$ cat config.mk
export PLATFORM = sky130hd
export DESIGN_NAME = maxpool_seq
export DESIGN_NICKNAME = d
export VERILOG_FILES = /design/src/rtl/maxpool_seq.sv
export SDC_FILE = /design/constraint.sdc
export NUM_CORES = 1
export LEC_CHECK = 0
export CELL_PAD_IN_SITES_DETAIL_PLACEMENT = 0
export CELL_PAD_IN_SITES_GLOBAL_PLACEMENT = 1
export CORE_UTILIZATION = 56
export DETAILED_ROUTE_END_ITERATION = 6
export GPL_TIMING_DRIVEN = 0
export PLACE_DENSITY = 0.85
export SYNTH_ARGS = -nofsm -noshare
export SYNTH_HDL_FRONTEND = slang
export SYNTH_SLANG_ARGS = --single-unit
$ cat constraint.sdc
create_clock -name clk -period 13.1 [get_ports clk]
set_clock_uncertainty 0.2 [all_clocks]
set_input_delay 2.62 -clock clk [delete_from_list [all_inputs] [get_ports clk]]
set_output_delay 2.62 -clock clk [all_outputs]
set_load 0.02 [all_outputs]
$ cat src/rtl/maxpool_seq.sv
// 2x2 / stride-2 max-pooling sequencer with per-frame bypass for a raster-ordered pixel stream.
// Optional MAXPOOL_RELU_EN clamps negative values driven onto data_out to zero.
module maxpool_seq #(
    parameter int unsigned DWIDTH = 20,
    parameter int unsigned IMG_W  = 24,
    parameter int unsigned IMG_H  = 24
) (
    input  logic              clk,
    input  logic              reset,
    input  logic              start,
    input  logic              en_maxpool,
    input  logic [DWIDTH-1:0] data_in,
    input  logic              valid_in,
    output logic [DWIDTH-1:0] data_out,
    output logic              valid_out,
    output logic              busy,
    output logic              done
);

    localparam int unsigned CW    = (IMG_W > 2) ? $clog2(IMG_W) : 1;
    localparam int unsigned RW    = (IMG_H > 2) ? $clog2(IMG_H) : 1;
    localparam int unsigned LB_D  = IMG_W / 2;
    localparam int unsigned HW    = (LB_D > 1) ? $clog2(LB_D) : 1;

    typedef enum logic [1:0] {
        S_IDLE = 2'd0,
        S_RUN  = 2'd1,
        S_DONE = 2'd2
    } state_t;

    state_t            r_state;
    logic [CW-1:0]     r_col;
    logic [RW-1:0]     r_row;
    logic              r_pool_mode;
    logic [DWIDTH-1:0] r_hold;
    logic [DWIDTH-1:0] r_linebuf [LB_D];

    logic              w_accept;
    logic              w_last_col;
    logic              w_last_row;
    logic [HW-1:0]     w_lb_idx;
    logic [DWIDTH-1:0] w_lb_rd;
    logic [DWIDTH-1:0] w_hmax;
    logic [DWIDTH-1:0] w_pool;

    function automatic logic [DWIDTH-1:0] f_out(input logic [DWIDTH-1:0] v);
`ifdef MAXPOOL_RELU_EN
        return v[DWIDTH-1] ? '0 : v;
`else
        return v;
`endif
    endfunction

    // Horizontal pair max, then vertical max against the buffered upper-row pair.
    assign w_accept   = (r_state == S_RUN) && valid_in;
    assign w_last_col = (r_col == CW'(IMG_W - 1));
    assign w_last_row = (r_row == RW'(IMG_H - 1));
    assign w_lb_idx   = HW'(r_col >> 1);
    assign w_lb_rd    = r_linebuf[w_lb_idx];
    assign w_hmax     = ($signed(r_hold) > $signed(data_in)) ? r_hold : data_in;
    assign w_pool     = ($signed(w_lb_rd) > $signed(w_hmax)) ? w_lb_rd : w_hmax;

    // Line buffer holds pair maxima of the even row; it needs no reset.
    always_ff @(posedge clk) begin
        if (w_accept && r_pool_mode && r_col[0] && !r_row[0]) begin
            r_linebuf[w_lb_idx] <= w_hmax;
        end
    end

    always_ff @(posedge clk or posedge reset) begin
        if (reset) begin
            r_state     <= S_IDLE;
            r_col       <= '0;
            r_row       <= '0;
            r_pool_mode <= 1'b0;
            r_hold      <= '0;
            data_out    <= '0;
            valid_out   <= 1'b0;
            busy        <= 1'b0;
            done        <= 1'b0;
        end else begin
            valid_out <= 1'b0;
            done      <= 1'b0;
            case (r_state)
                S_IDLE: begin
                    if (start) begin
                        r_state     <= S_RUN;
                        r_col       <= '0;
                        r_row       <= '0;
                        r_pool_mode <= en_maxpool;
                        busy        <= 1'b1;
                    end
                end
                S_RUN: begin
                    if (valid_in) begin
                        if (!r_col[0]) begin
                            r_hold <= data_in;
                        end
                        if (!r_pool_mode) begin
                            data_out  <= f_out(data_in);
                            valid_out <= 1'b1;
                        end else if (r_col[0] && r_row[0]) begin
                            data_out  <= f_out(w_pool);
                            valid_out <= 1'b1;
                        end
                        if (w_last_col) begin
                            r_col <= '0;
                            r_row <= w_last_row ? '0 : r_row + RW'(1);
                        end else begin
                            r_col <= r_col + CW'(1);
                        end
                        if (w_last_col && w_last_row) begin
                            r_state <= S_DONE;
                            busy    <= 1'b0;
                            done    <= 1'b1;
                        end
                    end
                end
                S_DONE: begin
                    r_state <= S_IDLE;
                end
                default: begin
                    r_state <= S_IDLE;
                    busy    <= 1'b0;
                end
            endcase
        end
    end

endmodule

# Word-level counts from Yosys, hierarchy flattened
# Memories as Yosys holds them, arrays and structs flattened.
# Cells that the tools add are included.
# classes
add_sub_neg	2
order_cmp	2
eq_ne	9
mux	29
bitwise_logic	2
reduce_logical	16
# ops
op	count
$mux W20	4
$gt A20 B20 Y1	2
$mux W5	6
$pmux W5 S2	2
$mux W1	12
$reduce_and A3 Y1	4
$add A5 B1 Y5 const B	2
$eq A5 B5 Y1 const B	2
$reduce_and A4 Y1	2
$logic_and A1 B1 Y1	6
$mux W2	3
$ne A2 B2 Y1 const B	3
$ne A2 B1 Y1 const B	2
$pmux W2 S2	1
$pmux W1 S3	1
$eq A2 B1 Y1 const B	1
$eq A2 B2 Y1 const B	1
$logic_not A2 Y1	1
$not A1 Y1	2
$reduce_and A2 Y1	1
$reduce_bool A2 Y1	1
$logic_not A1 Y1	1
# word_totals
register_bits	56
mem_bits_rw	240
input_bits	25
out_inout_bits	23
elab_cells	70
memories	1
# memory_table
name	depth	width	read_ports	rd_clocked_by_memory_dff	write_ports	line	source
r_linebuf	12	20	1	0	1	36	logic [DWIDTH-1:0] r_linebuf [LB_D];

# Logic depth before layout (Yosys ltp)
# Gate-level depths: netlist of run 1.
# depth
depth_word	7
depth_mapped	21
depth_no_buf	17

# Worst setup path before layout of run 1
# Ideal clock, no wire load.
# synth_timing
kind	input to register
start	in data_in[19]
end	reg data_out[19]
setup_time_ns	0.086
t_arrival_ns	6.398
required_time_ns	12.814
slack_ns	6.416
cell_stages	19
path_buffers	4
path_cell_list	inv_1 > ha_1 > buf_4 > nand4_2 > or4_1 > a21oi_2 > or2_1 > buf_4 > buf_8 > o32ai_1 > a211oi_2 > ha_1 > and4_1 > nand4_1 > or4_1 > o211a_1 > or3_1 > buf_2 > o221ai_2
# synth_between
elab_chain_len	6
# synth_rtl
item	line	source
from (decl)	12	input logic [DWIDTH-1:0] data_in,
$gt A20 B20 Y1	60	assign w_hmax = ($signed(r_hold) > $signed(data_in)) ? r_hold : data_in;
$mux W20	60	
$gt A20 B20 Y1	61	assign w_pool = ($signed(w_lb_rd) > $signed(w_hmax)) ? w_lb_rd : w_hmax;
$mux W20	61	
$mux W20	102	end else if (r_col[0] && r_row[0]) begin
$mux W20 *	99	if (!r_pool_mode) begin
to (signal assigned)	100	data_out <= f_out(data_in);
to (signal assigned)	103	data_out <= f_out(w_pool);
to (decl)	14	output logic [DWIDTH-1:0] data_out,
# Mark *: on every way between the ends. The rest lies on a longest branch, timed or not. The select of a mux whose other input is x is not followed.
# A chain may end at the register's enable or synchronous reset.

# Final worst setup path of run 1
# layout_timing
start	in data_in[19]
end	reg data_out[14]
# layout_between
elab_chain_len	6
# layout_rtl
item	line
$gt A20 B20 Y1	60
$mux W20 *	60
$gt A20 B20 Y1	61
$mux W20 *	61
$mux W20 *	102
$mux W20 *	99
# Marks and branches as above.

==> results of run 1 <==
layer usage:
layer | global-route usage | vias up
met5 | 0 | -
met4 | 0.0931 | 0
met3 | 0.0331 | 71
met2 | 0.443 | 366
met1 | 0.383 | 4463
li1 | - | 4108
flip-flops by register name, indices dropped and copies added (netlist names):
name	flops
busy	1
data_out	20
done	1
r_col	5
r_hold	20
r_linebuf	240
r_pool_mode	1
r_row	5
r_state	2
valid_out	1
power groups by stage:
stage | logic [mW] | clock network, mW | registers (mW)
final | 1.83 | 0.840 | 1.41
after global routing | 2.00 | 0.889 | 1.42
after detailed placement | 1.80 | 0 | 1.42
after floorplan | 1.23 | 0 | 1.43
after global placement | 1.75 | 0 | 1.42
after CTS | 1.82 | 0.853 | 1.41
final cells by class:
cell class	instances	area [sq um]	share of cell area
Tap cell	330	413	0.0252
Clock inverter	18	189	0.0115
Multi-Input combinational cell	577	5110	0.312
Inverter	70	263	0.0160
Buffer	69	319	0.0195
Timing Repair Buffer	64	704	0.0430
Clock buffer	38	781	0.0476
Sequential cell	296	8610	0.525
worst reg2reg max path, cell delays in order, from the launching register on:
cell      delay (ns)
dfrtp_1         0.41
ha_1            0.29
buf_4           0.14
nand4_2         0.18
or4_1           0.57
a21oi_2         0.16
or2_1           0.12
buf_4           0.13
buf_4           0.20
o31ai_1         0.11
a211oi_2        0.31
ha_1            0.26
and4_1          0.25
nand4_1         0.19
or4_1           0.58
o211a_1         0.16
o21bai_1        0.16
clkbuf_1        0.37
o221ai_1        0.17
Yosys cell counts, drive strengths merged, types with 3 or more instances:
| cell type | number |
|---|---|
| a21o | 5 |
| clkbuf | 43 |
| mux2 | 15 |
| a21oi | 42 |
| buf | 26 |
| or3 | 4 |
| o221ai | 21 |
| nor2 | 38 |
| nor2b | 4 |
| a211oi | 21 |
| ha | 42 |
| nand3 | 11 |
| o31ai | 23 |
| nor4 | 3 |
| nand2b | 18 |
| nand2 | 86 |
| mux4 | 60 |
| mux2i | 20 |
| nor3 | 8 |
| o211ai | 3 |
| dfrtp | 56 |
| and2 | 5 |
| o22ai | 20 |
| nand4 | 11 |
| o32ai | 21 |
| inv | 70 |
| edfxtp | 240 |
| o21ai | 75 |
worst min path at each step:
| stage | from | end | slack [ns] | cells after the start |
|---|---|---|---|---|
| 2_1_floorplan | r_row[4] | r_row[4] | 0.25 | 1 |
| 6_report | r_row[3] | r_row[3] | 0.30 | 1 |
| 3_3_place_gp | r_row[4] | r_row[4] | 0.27 | 1 |
| 4_1_cts | r_row[3] | r_row[3] | 0.30 | 1 |
| 5_1_grt | r_row[3] | r_row[3] | 0.32 | 1 |
| 3_5_place_dp | r_row[3] | r_row[3] | 0.30 | 1 |
kinds of logic after synthesis:
group,share of synthesized area
XOR/XNOR,0.00123
AND/OR/NAND/NOR,0.0637
flip-flops,0.604
AO/OA/AOI/OAI,0.133
adder cells (fa/ha/maj),0.0368
buffers and inverters,0.0408
multiplexers,0.121
==> flow_summary.toml, run 1 <==
[status]
outcome = "complete, no violations"

[grt]
grt.overflow.total = 0
grt_pass1_vias = 9121
grt_first_pass_wirelength_mm = 53.3
grt_antenna_before_repair = 0
track_usage = 0.272
grt_max_degree = 37

[setup_path]
cp-startpoint = "data_in[19]"
cp_max_fo = 10
critPathKind = "primary input to flop"
cp-endpoint = "data_out[14]"
worstPathArrival_ns = 7.67
crit_path_max_incr_delay_ns = 0.58
path_buf_inv = 6
cpMostUsedCell = "buf_4"
r2r_start = "r_hold[19]"
r2r_cells = 18
cp.depth = 20
crit_required_ns = 13.31
cp-start-kind = "primary input"
critPathCaptureType = "flop"
reg2reg_setup_slack_ns = 7.99
path_cells = "clkdlybuf4s50_1 > inv_1 > ha_1 > buf_4 > nand4_2 > or4_1 > a21oi_2 > or2_1 > buf_4 > buf_4 > o31ai_1 > a211oi_2 > ha_1 > and4_1 > nand4_1 > or4_1 > o211a_1 > o21bai_1 > clkbuf_1 > o221ai_1"
critPathTopFamily = "simple AND/OR/NAND/NOR gates"
reg2reg_to = "data_out[14]"
cpMaxStageDelayCell = "clkdlybuf4s50_1"

[timing]
fmax_mhz = 134
setup_tns_ns = 0
layout_setup_ws_ns = 5.64
finalHoldViolations = 0
tightest_slew_ns = 0.962
drv_slew = 0
finalSetupViolCount = 0
holdWs_ns = 0.304
rsz0062_at_grt = "no"
min_period_over_period = 0.570
slew_headroom = 0.357
fin_crit_ns = 7.46

[placement]
pre_cts_slack_ns = 5.13
dp_cells = 1406
gp_congestion = 0.967
place_area_sq_mm = 0.0154
place_hpwl_mm = 24.2
portBuffers = 47

[clock_network]
cts_tree = "done"
cts_root_buffer = "clkbuf_16"
h-tree-depth = 1
cts_made_buffers = 30
clk_latency_ns = 0.58
post_cts_buffers = 0
cts_resized = 0
hold_buffers = 0
cts_buffer_depth = 3
cts.sinks = 296
clk_pin_slew_ns = 0.06

[drt]
via_count = 9008
wl_per_cell_um = 23.6
met2_length_mm = 16.6
dr_wl_met3_mm = 2.32
drt_iter0_drc = 830
vias_per_cell = 6.16
postRouteAntennaNets = 0
met1_length_mm = 14.4
finalWirelength_mm = 34.4
drc_errors = 0
first_pass_iters = 5
highest_layer = "met4"

[synthesis]
syn_area_sq_mm = 0.0143
ys_seq_area_frac = 0.604
synth_top_cell_by_area = "edfxtp_1"
synth_ff_type = "edfxtp_1"
netlist-cell-type-count = 57
syn-num-nets = 1079
ys_async_sr_fraction = 0.189
ys_top_cells_by_area = "edfxtp_1 51%, dfrtp_1 9.8%, mux4_2 9.5%"
yosys_warnings = 0
postSynthCellCount = 1012
synth-seq-cells = 296
synth_top_area_frac = 0.505
syn_avg_cell_area_sq_um = 14.1
synth_edf_count = 240

[floorplan]
die_width_um = 162
rows = 58
core_area_sq_mm = 0.0251
ioPinCount = 48
die_y_um = 162
initial_utilization = 0.568
die-area_sq_mm = 0.0261

[layout]
final_cell_mix = "240 x edfxtp_1, 86 x nand2_1, 75 x o21ai_0, 68 x inv_1, 60 x mux4_2"
fin_area_sq_mm = 0.0164
post-route-util = 0.653
finalNonFillerCells = 1462
fillers = 1827
drive_gt1_frac = 0.191
antenna_cells = 0
fin_nets = 1175
layout_commonest_cell = "edfxtp_1"
syn_to_final_growth_pct = 14.9

[power]
power_frac_clock = 0.206
switching_share = 0.387
power_mw = 4.08
p_comb_frac = 0.448
p_int_mw = 2.50
p_leak_nw = 5.81
p_sw_mw = 1.58
p_seq_frac = 0.346
power-per-cell-area_mw_per_mm2 = 249
peakVddDrop_mv = 0.142

[min_path]
worstHoldPathType = "flop to flop"

[flow_run]
maxCapViolCount = 0
No activity file was read; power rests on OpenSTA's default activity.
==> run 2, diff against run 1 <==
Settings changed: CORE_UTILIZATION 56 to 52, PLACE_DENSITY 0.85 to 0.8.
Clock period 13.1 ns to 7.1 ns, I/O delays scaled along.
==> flow_summary.toml, run 2 (same netlist as run 1, synthesis figures left out) <==
[status]
outcome = "complete, no violations"

[placement]
place_hpwl_mm = 24.6
gp_congestion = 0.896
portBuffers = 47

[timing]
setup_tns_ns = 0
rsz0062_at_grt = "no"
fmax_mhz = 159
tightest_slew_ns = 1.06
finalHoldViolations = 0
min_period_over_period = 0.883
slew_headroom = 0.290
finalSetupViolCount = 0
drv_slew = 0
holdWs_ns = 0.306
fin_crit_ns = 6.27

[setup_path]
critPathKind = "primary input to flop"
critPathCaptureType = "flop"
cp-start-kind = "primary input"
cp_max_fo = 10
worstPathArrival_ns = 6.50
crit_required_ns = 7.33

[drt]
drc_errors = 0
met2_length_mm = 16.6
highest_layer = "met4"
met1_length_mm = 14.9
via_count = 9072
vias_per_cell = 6.16
dr_wl_met3_mm = 2.11
finalWirelength_mm = 34.7
first_pass_iters = 5
drt_iter0_drc = 921
postRouteAntennaNets = 0
wl_per_cell_um = 23.5

[floorplan]
die-area_sq_mm = 0.0281
die_y_um = 168
initial_utilization = 0.529
die_width_um = 168
core_area_sq_mm = 0.0270
rows = 60
ioPinCount = 48

[power]
power_mw = 7.52
switching_share = 0.388
power_frac_clock = 0.206
p_comb_frac = 0.447
p_leak_nw = 5.80
peakVddDrop_mv = 0.229
p_seq_frac = 0.346
p_sw_mw = 2.92
power-per-cell-area_mw_per_mm2 = 458
p_int_mw = 4.60

[clock_network]
clk_latency_ns = 0.58
hold_buffers = 0
cts_tree = "done"
cts.sinks = 296
clk_pin_slew_ns = 0.06
cts_root_buffer = "clkbuf_16"
post_cts_buffers = 0
cts_buffer_depth = 3
h-tree-depth = 1
cts_made_buffers = 31
cts_resized = 0

[layout]
layout_commonest_cell = "edfxtp_1"
post-route-util = 0.609
final_cell_mix = "240 x edfxtp_1, 86 x nand2_1, 75 x o21ai_0, 68 x inv_1, 60 x mux4_2"
drive_gt1_frac = 0.190
syn_to_final_growth_pct = 15.0
largest_register_ffs = 240
antenna_cells = 0
top_register = "r_linebuf"
fin_nets = 1176
reg_top3 = "r_linebuf x240, data_out x20, r_hold x20"

[flow_run]
maxCapViolCount = 0

[grt]
track_usage = 0.254
grt_antenna_before_repair = 0
grt_first_pass_wirelength_mm = 54.0
grt_pass1_vias = 8989
grt.overflow.total = 0
grt_max_degree = 34

[min_path]
worstHoldPathType = "flop to flop"
==> run 2: cell count changes in the layout (fill, tap and decap cells not counted), sizes merged <==
| cell | delta |
|---|---|
| clkinv | -4 |
| clkbuf | +2 |
| inv | +2 |
| bufinv | -1 |
| clkinvlp | +1 |
==> run 2: power by group through the flow <==
stage	combinational (mW)	sequential [mW]	clock, mW
floorplan	2.26	2.65	0
global placement	3.26	2.63	0
detailed placement	3.35	2.63	0
CTS	3.36	2.60	1.58
global route	3.68	2.62	1.64
finish	3.37	2.60	1.55
==> run 2: area by class of cell <==
class / instances / area [sq um]
clock inverter: 16 / 158
multi-input combinational: 577 / 5110
buffer: 69 / 319
fill: 2041 / 10500
sequential: 296 / 8610
inverter: 70 / 263
timing repair buffer: 64 / 712
clock buffer: 40 / 810
tap: 341 / 427
==> run 2: worst max-delay path, stage by stage <==
cell and delay [ns]:
clkdlybuf4s50_1 0.59, inv_1 0.11, ha_1 0.29, buf_4 0.14
nand4_2 0.19, or4_1 0.58, a21oi_2 0.18, or2_1 0.12
buf_4 0.13, buf_4 0.20, o31ai_1 0.11, a211oi_2 0.31
ha_1 0.26, and4_1 0.24, nand4_1 0.18, or4_1 0.57
o211a_1 0.15, o21bai_1 0.15, clkbuf_1 0.38, o221ai_1 0.17
==> run 2: path summary, 6_finish.rpt <==
check	endpoint	from	slack, ns	cells after the start
setup / recovery	data_out[14]	data_in[19]	0.83	20
hold / removal	r_row[3]	r_row[3]	0.31	1
setup reg to reg	data_out[14]	r_hold[19]	1.98	18
hold reg to reg	r_row[3]	r_row[3]	0.31	1
max in group asynchronous	data_out[12]	reset	5.06	3
min in group asynchronous	r_hold[10]	reset	1.04	2
==> run 2: per-stage QoR <==
step / worst slack (ns) / instance area [sq um] / std cells
after floorplan: 1.62 / 14300 / 1012
after global placement: 0.297 / 15200 / 1400
after detailed placement: 0.321 / 15400 / 1417
after CTS: 0.910 / 16400 / 1473
after global routing: 0.677 / 16400 / 1473
final: 0.830 / 16400 / 1473
==> run 2: layer usage <==
metal	global-route usage	vias up
li1	-	4107
met1	0.357	4574
met2	0.411	324
met3	0.0362	67
met4	0.0806	0
met5	0	-
==> run 3, diff against run 2 <==
Settings changed: CTS_CLUSTER_SIZE set to 12.
==> flow_summary.toml, run 3 (same netlist as run 1, synthesis figures left out) <==
[power]
power_mw = 7.69
peakVddDrop_mv = 0.199
p_int_mw = 4.75
p_comb_frac = 0.438
p_leak_nw = 5.86
power-per-cell-area_mw_per_mm2 = 465
power_frac_clock = 0.224
p_sw_mw = 2.94
switching_share = 0.382
p_seq_frac = 0.339

[layout]
register_area_sq_mm = 0.00861
fillers = 2017
multi_input_area_sq_mm = 0.00511
finalNonFillerCells = 1472
fin_nets = 1179
top_register = "r_linebuf"
antenna_cells = 0
largest_register_ffs = 240
reg_top3 = "r_linebuf x240, data_out x20, r_hold x20"
syn_to_final_growth_pct = 15.9
layout_commonest_cell = "edfxtp_1"
final_cell_mix = "240 x edfxtp_1, 86 x nand2_1, 75 x o21ai_0, 68 x inv_1, 60 x mux4_2"
drive_gt1_frac = 0.193
fin_area_sq_mm = 0.0165
post-route-util = 0.614

[timing]
finalSetupViolCount = 0
min_period_over_period = 0.883
fmax_mhz = 160
holdWs_ns = 0.318
setup_tns_ns = 0
rsz0062_at_grt = "no"
slew_headroom = 0.280
tightest_slew_ns = 1.08
layout_setup_ws_ns = 0.833
fin_crit_ns = 6.27
drv_slew = 0
finalHoldViolations = 0

[floorplan]
initial_utilization = 0.529
core_area_sq_mm = 0.0270
die-area_sq_mm = 0.0281
ioPinCount = 48
die_width_um = 168
die_y_um = 168
rows = 60

[drt]
wl_per_cell_um = 23.6
postRouteAntennaNets = 0
drt_iter0_drc = 910
drc_errors = 2
via_count = 9124
first_pass_iters = 7
finalWirelength_mm = 34.7
vias_per_cell = 6.20

[placement]
pre_cts_slack_ns = 0.321
dp_cells = 1417
portBuffers = 47
place_area_sq_mm = 0.0154
place_hpwl_mm = 24.6
gp_congestion = 0.896

[clock_network]
cts_resized = 0
clk_pin_slew_ns = 0.05
h-tree-depth = 2
cts_root_buffer = "clkbuf_16"
cts_made_buffers = 34
clk_latency_ns = 0.52
cts_tree = "done"
cts.sinks = 296
hold_buffers = 0
post_cts_buffers = 0
cts_buffer_depth = 3

[status]
outcome = "finished, violations left"
violations = "design-rule violations"

[grt]
grt_pass1_vias = 9150
grt_antenna_before_repair = 1
grt_first_pass_wirelength_mm = 54.1
grt.overflow.total = 0
track_usage = 0.256
grt_max_degree = 34

[min_path]
worstHoldPathType = "flop to flop"

[setup_path]
worstPathArrival_ns = 6.43
cp_max_fo = 10
crit_required_ns = 7.26
critPathKind = "primary input to flop"
critPathCaptureType = "flop"
cp-start-kind = "primary input"

[flow_run]
maxCapViolCount = 0
==> run 3: changes by cell type in the layout (fill, tap and decap cells not counted) <==
cell / previous run / this run
bufinv_16: 2 / 4
clkbuf_1: 52 / 50
clkbuf_16: 31 / 34
clkinv_1: 6 / 4
clkinv_16: 0 / 1
clkinv_2: 1 / 0
clkinv_4: 2 / 1
inv_6: 2 / 1
==> run 3: final timing paths <==
check                      cells after the start  slack [ns]        start            to
min in group asynchronous                      2        1.09        reset     valid_out
max                                           20        0.83  data_in[19]  data_out[14]
min reg2reg                                    1        0.32     r_row[3]      r_row[3]
max reg2reg                                   18        2.04   r_hold[19]  data_out[14]
max in group asynchronous                      3        4.99        reset  data_out[12]
min                                            1        0.32     r_row[3]      r_row[3]
==> run 3: power by group through the flow <==
| stage | clock network [mW] | registers (mW) | logic [mW] |
|---|---|---|---|
| after global placement | 0 | 2.63 | 3.26 |
| after global routing | 1.82 | 2.62 | 3.68 |
| final | 1.72 | 2.60 | 3.37 |
| after CTS | 1.75 | 2.60 | 3.36 |
| after detailed placement | 0 | 2.63 | 3.35 |
| after floorplan | 0 | 2.65 | 2.26 |
==> run 3: per-layer routing <==
layer / share of wire / routed length [um] / track usage / up-vias
li1: - / - / - / 4115
met1: 0.43 / 14900 / 0.356 / 4599
met2: 0.48 / 16500 / 0.411 / 336
met3: 0.062 / 2150 / 0.0404 / 72
met4: 0.030 / 1030 / 0.0890 / 2
met5: 0.00037 / 13 / 0 / -
==> run 3: layout make-up <==
type | instances | share of cell area
buffer | 69 | 0.0193
clock buffer | 41 | 0.0530
clock inverter | 14 | 0.0132
inverter | 70 | 0.0159
multi-input combinational | 577 | 0.309
sequential | 296 | 0.521
tap | 341 | 0.0258
timing repair buffer | 64 | 0.0431
==> run 3: critical path, cell delays in order <==
cell and delay, ns:
clkdlybuf4s50_1 0.59, inv_1 0.11, ha_1 0.29, buf_4 0.14
nand4_2 0.19, or4_1 0.57, a21oi_2 0.17, or2_1 0.12
buf_4 0.13, buf_4 0.19, o31ai_1 0.11, a211oi_2 0.31
ha_1 0.27, and4_1 0.24, nand4_1 0.18, or4_1 0.55
o211a_1 0.15, o21bai_1 0.16, clkbuf_1 0.38, o221ai_1 0.17
